==> config.mk <==
export PLATFORM = sky130hd
export DESIGN_NAME = decode_queue_flat
export DESIGN_NICKNAME = d
export VERILOG_FILES = /design/src/rtl/decode_queue.sv /design/src/rtl/decode_queue_if.sv /design/src/flat_wrapper.sv
export SDC_FILE = /design/constraint.sdc
export NUM_CORES = 1
export LEC_CHECK = 0
export CORE_MARGIN = 2
export CORE_UTILIZATION = 30
export CTS_BUF_LIST = sky130_fd_sc_hd__clkbuf_4 sky130_fd_sc_hd__clkbuf_8
export CTS_CLUSTER_SIZE = 8
export DETAILED_ROUTE_END_ITERATION = 7
export GPL_ROUTABILITY_DRIVEN = 0
export GPL_TIMING_DRIVEN = 0
export SKIP_CTS_REPAIR_TIMING = 1
export SLEW_MARGIN = 20
export SYNTH_ARGS = -nofsm -noshare
export SYNTH_HDL_FRONTEND = slang
export SYNTH_SLANG_ARGS = --single-unit
==> constraint.sdc <==
create_clock -name clk -period 44.3 [get_ports clk]
set_clock_uncertainty 0.15 [all_clocks]
set_input_delay 8.86 -clock clk [delete_from_list [all_inputs] [get_ports clk]]
set_output_delay 8.86 -clock clk [all_outputs]
set_load 0.01 [all_outputs]
==> src/rtl/decode_queue.sv <==
// Buffered RV64I(+M) decode stage: decode on entry, DEPTH-entry circular queue to issue.
// Define DECODE_RVM_EN to decode the funct7=0000001 M-extension set on OP/OP-32.
package decode_pkg;
  typedef enum logic [3:0] {
    OP_ALUI, OP_ALU, OP_ALUIW, OP_ALUW, OP_LUI, OP_AUIPC,
    OP_JAL, OP_JALR, OP_LD, OP_SD, OP_BZ, OP_BNZ
  } decode_op_t;

  typedef enum logic [4:0] {
    AF_ADD, AF_SUB, AF_XOR, AF_OR, AF_AND, AF_SLT, AF_SLTU, AF_SLL, AF_SRL,
    AF_SRA, AF_CPYB, AF_EQL, AF_MULT, AF_DIV, AF_DIVU, AF_REM, AF_REMU
  } alufunc_t;
endpackage

module decode_queue
  import decode_pkg::*;
#(
  parameter int DEPTH    = 4,
  parameter int PC_WIDTH = 64
) (
  input  logic                       clk,
  input  logic                       reset,
  input  logic                       flush,
  output logic [$clog2(DEPTH+1)-1:0] count,
  decode_queue_if.slave              bus
);
  localparam int PW = $clog2(DEPTH);
  localparam int CW = $clog2(DEPTH+1);

`ifdef DECODE_RVM_EN
  localparam logic RVM_EN = 1'b1;
`else
  localparam logic RVM_EN = 1'b0;
`endif

  localparam logic [6:0] OPC_OPIMM   = 7'b0010011;
  localparam logic [6:0] OPC_OP      = 7'b0110011;
  localparam logic [6:0] OPC_OPIMM32 = 7'b0011011;
  localparam logic [6:0] OPC_OP32    = 7'b0111011;
  localparam logic [6:0] OPC_LUI     = 7'b0110111;
  localparam logic [6:0] OPC_AUIPC   = 7'b0010111;
  localparam logic [6:0] OPC_JAL     = 7'b1101111;
  localparam logic [6:0] OPC_JALR    = 7'b1100111;
  localparam logic [6:0] OPC_LOAD    = 7'b0000011;
  localparam logic [6:0] OPC_STORE   = 7'b0100011;
  localparam logic [6:0] OPC_BRANCH  = 7'b1100011;

  logic [PW-1:0]       r_rd_ptr, r_wr_ptr;
  logic [CW-1:0]       r_count;
  logic [31:0]         r_instr    [DEPTH];
  logic [PC_WIDTH-1:0] r_pc       [DEPTH];
  decode_op_t          r_op       [DEPTH];
  alufunc_t            r_alufunc  [DEPTH];
  logic                r_regwrite [DEPTH];
  logic                r_illegal  [DEPTH];

  logic [6:0] w_opcode, w_f7;
  logic [2:0] w_f3;
  logic       w_shift_f3, w_shift6_ok, w_shift5_ok, w_m_f3_ok;
  decode_op_t w_op;
  alufunc_t   w_alufunc;
  logic       w_regwrite, w_illegal;
  logic       w_in_ready, w_out_valid, w_enq, w_deq;

  // OP/OP-IMM funct3 map; f3=101 selects SRA when arith is set.
  function automatic alufunc_t base_func(input logic [2:0] f3, input logic arith);
    case (f3)
      3'b000:  return AF_ADD;
      3'b001:  return AF_SLL;
      3'b010:  return AF_SLT;
      3'b011:  return AF_SLTU;
      3'b100:  return AF_XOR;
      3'b101:  return arith ? AF_SRA : AF_SRL;
      3'b110:  return AF_OR;
      default: return AF_AND;
    endcase
  endfunction

  function automatic alufunc_t m_func(input logic [2:0] f3);
    case (f3)
      3'b000:  return AF_MULT;
      3'b100:  return AF_DIV;
      3'b101:  return AF_DIVU;
      3'b110:  return AF_REM;
      default: return AF_REMU;
    endcase
  endfunction

  assign w_opcode    = bus.in_instr[6:0];
  assign w_f3        = bus.in_instr[14:12];
  assign w_f7        = bus.in_instr[31:25];
  assign w_shift_f3  = (w_f3 == 3'b001) || (w_f3 == 3'b101);
  assign w_shift6_ok = (bus.in_instr[31:26] == 6'b000000) || (bus.in_instr[31:26] == 6'b010000);
  assign w_shift5_ok = (w_f7 == 7'b0000000) || (w_f7 == 7'b0100000);
  assign w_m_f3_ok   = (w_f3 == 3'b000) || w_f3[2];

  // NOTE: every output gets a default first so no path through the case can infer a latch.
  always_comb begin
    w_op       = OP_ALUI;
    w_alufunc  = AF_ADD;
    w_regwrite = 1'b1;
    w_illegal  = 1'b0;
    case (w_opcode)
      OPC_OPIMM: begin
        w_alufunc = base_func(w_f3, bus.in_instr[30]);
        w_illegal = w_shift_f3 && !w_shift6_ok;
      end
      OPC_OP, OPC_OP32: begin
        w_op = (w_opcode == OPC_OP) ? OP_ALU : OP_ALUW;
        if (w_f7 == 7'b0000000) begin
          w_alufunc = base_func(w_f3, 1'b0);
          w_illegal = (w_opcode == OPC_OP32) && !(w_f3 == 3'b000 || w_shift_f3);
        end else if (w_f7 == 7'b0100000) begin
          w_alufunc = w_f3[2] ? AF_SRA : AF_SUB;
          w_illegal = !(w_f3 == 3'b000 || w_f3 == 3'b101);
        end else if (RVM_EN && w_f7 == 7'b0000001) begin
          w_alufunc = m_func(w_f3);
          w_illegal = !w_m_f3_ok;
        end else begin
          w_illegal = 1'b1;
        end
      end
      OPC_OPIMM32: begin
        w_op      = OP_ALUIW;
        w_alufunc = base_func(w_f3, bus.in_instr[30]);
        w_illegal = !(w_f3 == 3'b000 || (w_shift_f3 && w_shift5_ok));
      end
      OPC_LUI: begin
        w_op      = OP_LUI;
        w_alufunc = AF_CPYB;
      end
      OPC_AUIPC: w_op = OP_AUIPC;
      OPC_JAL:   w_op = OP_JAL;
      OPC_JALR: begin
        w_op      = OP_JALR;
        w_illegal = (w_f3 != 3'b000);
      end
      OPC_LOAD:  w_op = OP_LD;
      OPC_STORE: begin
        w_op       = OP_SD;
        w_regwrite = 1'b0;
      end
      OPC_BRANCH: begin
        w_op       = w_f3[0] ? OP_BNZ : OP_BZ;
        w_regwrite = 1'b0;
        case (w_f3[2:1])
          2'b00:   w_alufunc = AF_EQL;
          2'b10:   w_alufunc = AF_SLT;
          2'b11:   w_alufunc = AF_SLTU;
          default: w_illegal = 1'b1;
        endcase
      end
      default: w_illegal = 1'b1;
    endcase
    // Illegal encodings travel in order as a harmless non-writing ALUI/ADD.
    if (w_illegal) begin
      w_op       = OP_ALUI;
      w_alufunc  = AF_ADD;
      w_regwrite = 1'b0;
    end
  end

  // A full queue refuses input even when the head drains in the same cycle.
  assign w_in_ready  = (r_count < CW'(DEPTH));
  assign w_out_valid = (r_count != '0);
  assign w_enq       = bus.in_valid && w_in_ready && !flush;
  assign w_deq       = w_out_valid && bus.out_ready && !flush;

  // NOTE: sequential state uses non-blocking assignments; the storage array is reset
  // too, so out_* read as zero straight out of reset rather than as X.
  always_ff @(posedge clk or posedge reset) begin
    if (reset) begin
      r_rd_ptr <= '0;
      r_wr_ptr <= '0;
      r_count  <= '0;
      for (int i = 0; i < DEPTH; i++) begin
        r_instr[i]    <= '0;
        r_pc[i]       <= '0;
        r_op[i]       <= OP_ALUI;
        r_alufunc[i]  <= AF_ADD;
        r_regwrite[i] <= 1'b0;
        r_illegal[i]  <= 1'b0;
      end
    end else if (flush) begin
      r_rd_ptr <= '0;
      r_wr_ptr <= '0;
      r_count  <= '0;
    end else begin
      if (w_enq) begin
        r_instr[r_wr_ptr]    <= bus.in_instr;
        r_pc[r_wr_ptr]       <= bus.in_pc;
        r_op[r_wr_ptr]       <= w_op;
        r_alufunc[r_wr_ptr]  <= w_alufunc;
        r_regwrite[r_wr_ptr] <= w_regwrite;
        r_illegal[r_wr_ptr]  <= w_illegal;
        r_wr_ptr             <= r_wr_ptr + PW'(1);
      end
      if (w_deq) r_rd_ptr <= r_rd_ptr + PW'(1);
      case ({w_enq, w_deq})
        2'b10:   r_count <= r_count + CW'(1);
        2'b01:   r_count <= r_count - CW'(1);
        default: r_count <= r_count;
      endcase
    end
  end

  assign count            = r_count;
  assign bus.in_ready     = w_in_ready;
  assign bus.out_valid    = w_out_valid;
  assign bus.out_instr    = r_instr[r_rd_ptr];
  assign bus.out_pc       = r_pc[r_rd_ptr];
  assign bus.out_op       = r_op[r_rd_ptr];
  assign bus.out_alufunc  = r_alufunc[r_rd_ptr];
  assign bus.out_regwrite = r_regwrite[r_rd_ptr];
  assign bus.out_illegal  = r_illegal[r_rd_ptr];
endmodule

==> src/rtl/decode_queue_if.sv <==
// Fetch/issue handshake bundle for decode_queue. The slave modport is the queue side.
// out_op / out_alufunc carry decode_pkg::decode_op_t / alufunc_t encodings.
interface decode_queue_if #(
  parameter int PC_WIDTH = 64
);
  logic                in_valid;
  logic                in_ready;
  logic [31:0]         in_instr;
  logic [PC_WIDTH-1:0] in_pc;
  logic                out_valid;
  logic                out_ready;
  logic [31:0]         out_instr;
  logic [PC_WIDTH-1:0] out_pc;
  logic [3:0]          out_op;
  logic [4:0]          out_alufunc;
  logic                out_regwrite;
  logic                out_illegal;

  modport master (
    output in_valid, in_instr, in_pc, out_ready,
    input  in_ready, out_valid, out_instr, out_pc, out_op, out_alufunc,
           out_regwrite, out_illegal
  );

  modport slave (
    input  in_valid, in_instr, in_pc, out_ready,
    output in_ready, out_valid, out_instr, out_pc, out_op, out_alufunc,
           out_regwrite, out_illegal
  );
endinterface

==> src/flat_wrapper.sv <==
// flat-port wrapper written by rule: the top's interface ports become plain ports
module decode_queue_flat import decode_pkg::*;
#(
  parameter int DEPTH    = 4,
  parameter int PC_WIDTH = 64
)
  (clk, reset, flush, count, bus_in_valid, bus_in_instr, bus_in_pc, bus_out_ready, bus_in_ready, bus_out_valid, bus_out_instr, bus_out_pc, bus_out_op, bus_out_alufunc, bus_out_regwrite, bus_out_illegal);
  decode_queue_if #(.PC_WIDTH(PC_WIDTH)) bus_i ();
  input  logic clk;
  input  logic reset;
  input  logic flush;
  output logic [$clog2(DEPTH+1)-1:0] count;
  input wire logic [$bits(bus_i.in_valid)-1:0] bus_in_valid;
  input wire logic [$bits(bus_i.in_instr)-1:0] bus_in_instr;
  input wire logic [$bits(bus_i.in_pc)-1:0] bus_in_pc;
  input wire logic [$bits(bus_i.out_ready)-1:0] bus_out_ready;
  output wire logic [$bits(bus_i.in_ready)-1:0] bus_in_ready;
  output wire logic [$bits(bus_i.out_valid)-1:0] bus_out_valid;
  output wire logic [$bits(bus_i.out_instr)-1:0] bus_out_instr;
  output wire logic [$bits(bus_i.out_pc)-1:0] bus_out_pc;
  output wire logic [$bits(bus_i.out_op)-1:0] bus_out_op;
  output wire logic [$bits(bus_i.out_alufunc)-1:0] bus_out_alufunc;
  output wire logic [$bits(bus_i.out_regwrite)-1:0] bus_out_regwrite;
  output wire logic [$bits(bus_i.out_illegal)-1:0] bus_out_illegal;
  assign bus_i.in_valid = bus_in_valid;
  assign bus_i.in_instr = bus_in_instr;
  assign bus_i.in_pc = bus_in_pc;
  assign bus_i.out_ready = bus_out_ready;
  assign bus_in_ready = bus_i.in_ready;
  assign bus_out_valid = bus_i.out_valid;
  assign bus_out_instr = bus_i.out_instr;
  assign bus_out_pc = bus_i.out_pc;
  assign bus_out_op = bus_i.out_op;
  assign bus_out_alufunc = bus_i.out_alufunc;
  assign bus_out_regwrite = bus_i.out_regwrite;
  assign bus_out_illegal = bus_i.out_illegal;
  decode_queue #(.DEPTH(DEPTH), .PC_WIDTH(PC_WIDTH)) u_core (.clk(clk), .reset(reset), .flush(flush), .count(count), .bus(bus_i));
endmodule
==> impl_metrics.py <==
metrics = {
    "outcome": {
        "status": "finished, final reports clean",
    },
    "yosys": {
        "syn_area_um2": 19200,
        "ys_ff_latch": 431,
        "synthSimpleGateAreaFrac_pct": 24.7,
        "syn_inst": 2007,
        "synth-xor-area-share_pct": 0.273,
        "synth_most_common_cell": "nand2_1",
        "synth_compound_area_share_pct": 3.13,
        "yosysUniqueCellTypes": 53,
        "avgSynthCellArea_um2": 9.59,
        "yosysTopAreaCell": "dfrtp_1",
        "yosys_warnings": 0,
        "synth_flop_cell": "dfrtp_1",
        "synthArstFlopShare_pct": 100,
        "synth_edf_count": 0,
        "synth_top_family_by_area": "simple AND/OR/NAND/NOR gates",
        "synthMuxAreaShare_pct": 12.5,
        "synth-seq-area-share_pct": 56.0,
        "yosysTopAreaCellShare_pct": 56.0,
        "synth_nets": 2118,
        "synthTopCellsByArea": "dfrtp_1, nand2_1, mux4_2, clkbuf_1, o31ai_1",
        "synth_fa_ha_area_share_pct": 0.689,
        "synth_commonest_cells": "nand2_1, dfrtp_1, mux4_2",
    },
    "floorplanning": {
        "dieArea_um2": 66200,
        "pin_count": 213,
        "fp.dieH_um": 257,
        "start_util_pct": 30.4,
        "coreArea_um2": 63300,
        "fp.dieW_um": 257,
        "rows": 92,
    },
    "clocking": {
        "htreeDepth": 3,
        "max-clock-path-buffers": 3,
        "cts_tree": "done",
        "cts_sinks": 431,
        "root_buffer": "clkbuf_8",
        "numCtsBuffers": 79,
        "clk_latency_ns": 0.69,
        "path_clk_slew_ns": 0.06,
    },
    "min_path": {
        "hp-class": "flop to flop",
        "worstHoldPathCells": 2,
        "hold_start": "u_core.r_pc[101]",
    },
    "global_routing": {
        "grt.overflow.total": 0,
        "antenna_found_initial": 5,
        "grt_max_degree": 109,
        "first_global_vias": 16000,
        "grt_pass1_wl_um": 94900,
        "grt_use_total_pct": 18.6,
    },
    "cells_and_area": {
        "final_area_um2": 24300,
        "diodes": 0,
        "drive_above_1_share_pct": 11.3,
        "final_util_pct": 38.4,
        "syn_to_final_growth_pct": 26.3,
        "fillers": 6269,
        "nets": 2410,
    },
    "sta": {
        "fmax_mhz": 75.6,
        "timing.final.crit_share_pct": 29.8,
        "setup_viol_count_final": 0,
        "rsz0062_at_grt": "no",
        "max-slew-margin-rel_pct": 21.3,
        "hold_ws_ns": 0.319,
        "hold_viol_final": 0,
        "worst_slew_pin_slew_ns": 1.18,
        "report.final.slew_viol_count": 0,
        "min_period_ns": 13.22,
        "fin_setup_tns_ns": 0,
    },
    "drt": {
        "vias_per_cell": 4.86,
        "ant_nets": 0,
        "via_count": 15600,
        "drc": 0,
        "drt-met1-wl_um": 25800,
        "drtIter0Drc": 1090,
        "route.met3.wl_um": 4720,
        "wirelength_um": 61100,
        "routed-wl-met2_um": 29000,
        "firstDrtPassIters": 7,
        "wl_per_cell_um": 19.1,
        "top_layer": "met5",
    },
    "setup_path": {
        "cp-startpoint": "u_core.r_rd_ptr[0]",
        "r2r_cells": 7,
        "crit_fanout": 10,
        "cp.required_ns": 35.29,
        "reg2reg_from": "u_core.count[2]",
        "crit_arrival_ns": 4.21,
        "critPathKind": "flop to output pin",
        "cp-start-kind": "flop",
        "cp-end-kind": "output pin",
    },
    "place": {
        "place.detailed.hpwl_um": 41100,
        "placed_area_um2": 22500,
        "port_buffers": 207,
    },
    "power": {
        "ir_drop_v": 0.0000345,
        "total_power_w": 0.00165,
        "p_leak_nw": 11.7,
        "power.density_nw_per_um2": 67.9,
    },
    "run": {
        "cap_viol_max_count": 0,
    },
}
==> cell type report <==
cell class / instances / area [µm²] / area share, %
inverter: 7 / 33.8 / 0.139
tap: 846 / 1060 / 4.35
multi-input combinational: 1439 / 7940 / 32.7
clock buffer: 117 / 1500 / 6.16
buffer: 130 / 499 / 2.05
clock inverter: 23 / 309 / 1.27
timing repair buffer: 211 / 2180 / 8.98
sequential: 431 / 10800 / 44.4
==> sequential cells by signal, summed over array words and instances (netlist names) <==
register / flops
u_core.r_illegal: 4
u_core.r_regwrite: 4
u_core.r_instr: 128
u_core.r_alufunc: 16
u_core.r_op: 16
u_core.r_wr_ptr: 2
u_core.count: 3
u_core.r_rd_ptr: 2
u_core.r_pc: 256
==> cells by family (layout without fill, tap and decap cells) <==
family                   after synthesis  count (layout)
XOR/XNOR                               6               6
flip-flops                           431             431
AO/OA/AOI/OAI                         83              83
AND/OR/NAND/NOR                     1232            1232
other                                  1               1
buffers and inverters                137             488
multiplexers                         107             107
adder cells (fa/ha/maj)               10              10
==> where the power goes <==
| group | switching (W) | internal [W] | total, W |
|---|---|---|---|
| combinational | 0.000281 | 0.000301 | 0.000582 |
| sequential | 0.0000847 | 0.000552 | 0.000637 |
| clock | 0.000182 | 0.000249 | 0.000431 |
==> final timing paths <==
| check | endpoint | slack, ns |
|---|---|---|
| worst max-delay path | bus_out_pc[60] | 31.08 |
| worst min-delay path | u_core.r_pc[101] | 0.32 |
| worst max register to register | u_core.r_instr[56] | 40.67 |
| worst min register to register | u_core.r_pc[101] | 0.32 |
| max in group asynchronous | u_core.r_pc[48] | 34.24 |
| min in group asynchronous | u_core.r_pc[6] | 8.41 |
==> worst max-delay path: stages, from the launching register on <==
cell and delay (ns):
dfrtp_1 0.32, clkbuf_1 0.64, buf_2 0.57, buf_1 0.78
mux4_2 0.61, clkdlybuf4s50_1 0.58
==> cells in the final DEF, fill, tap and decap left out, types with 8 or more instances in the layout <==
cell type | synthesis | layout
nor2_1 | 15 | 15
clkbuf_4 | 0 | 18
ha_1 | 9 | 9
mux4_2 | 106 | 106
o41ai_1 | 8 | 8
nand2_1 | 1177 | 1177
clkbuf_8 | 0 | 99
clkdlybuf4s50_1 | 0 | 207
buf_1 | 25 | 23
dfrtp_1 | 431 | 431
clkbuf_1 | 102 | 100
o21ai_0 | 24 | 24
clkinv_2 | 0 | 9
o31ai_1 | 21 | 21
==> metal layers <==
layer / vias to the layer above / track usage (%)
met2: 569 / 29.4
li1: 7069 / -
met4: 6 / 6.84
met3: 105 / 4.93
met5: - / 0
met1: 7826 / 24.5
==> stage by stage <==
step           instances  worst slack, ns
3_3_place_gp        3060            18.47
5_1_grt             3204            30.78
3_5_place_dp        3064            31.67
6_report            3204            31.08
2_1_floorplan       2007            23.29
4_1_cts             3204            30.87
No activity file was read; power rests on OpenSTA's default activity.
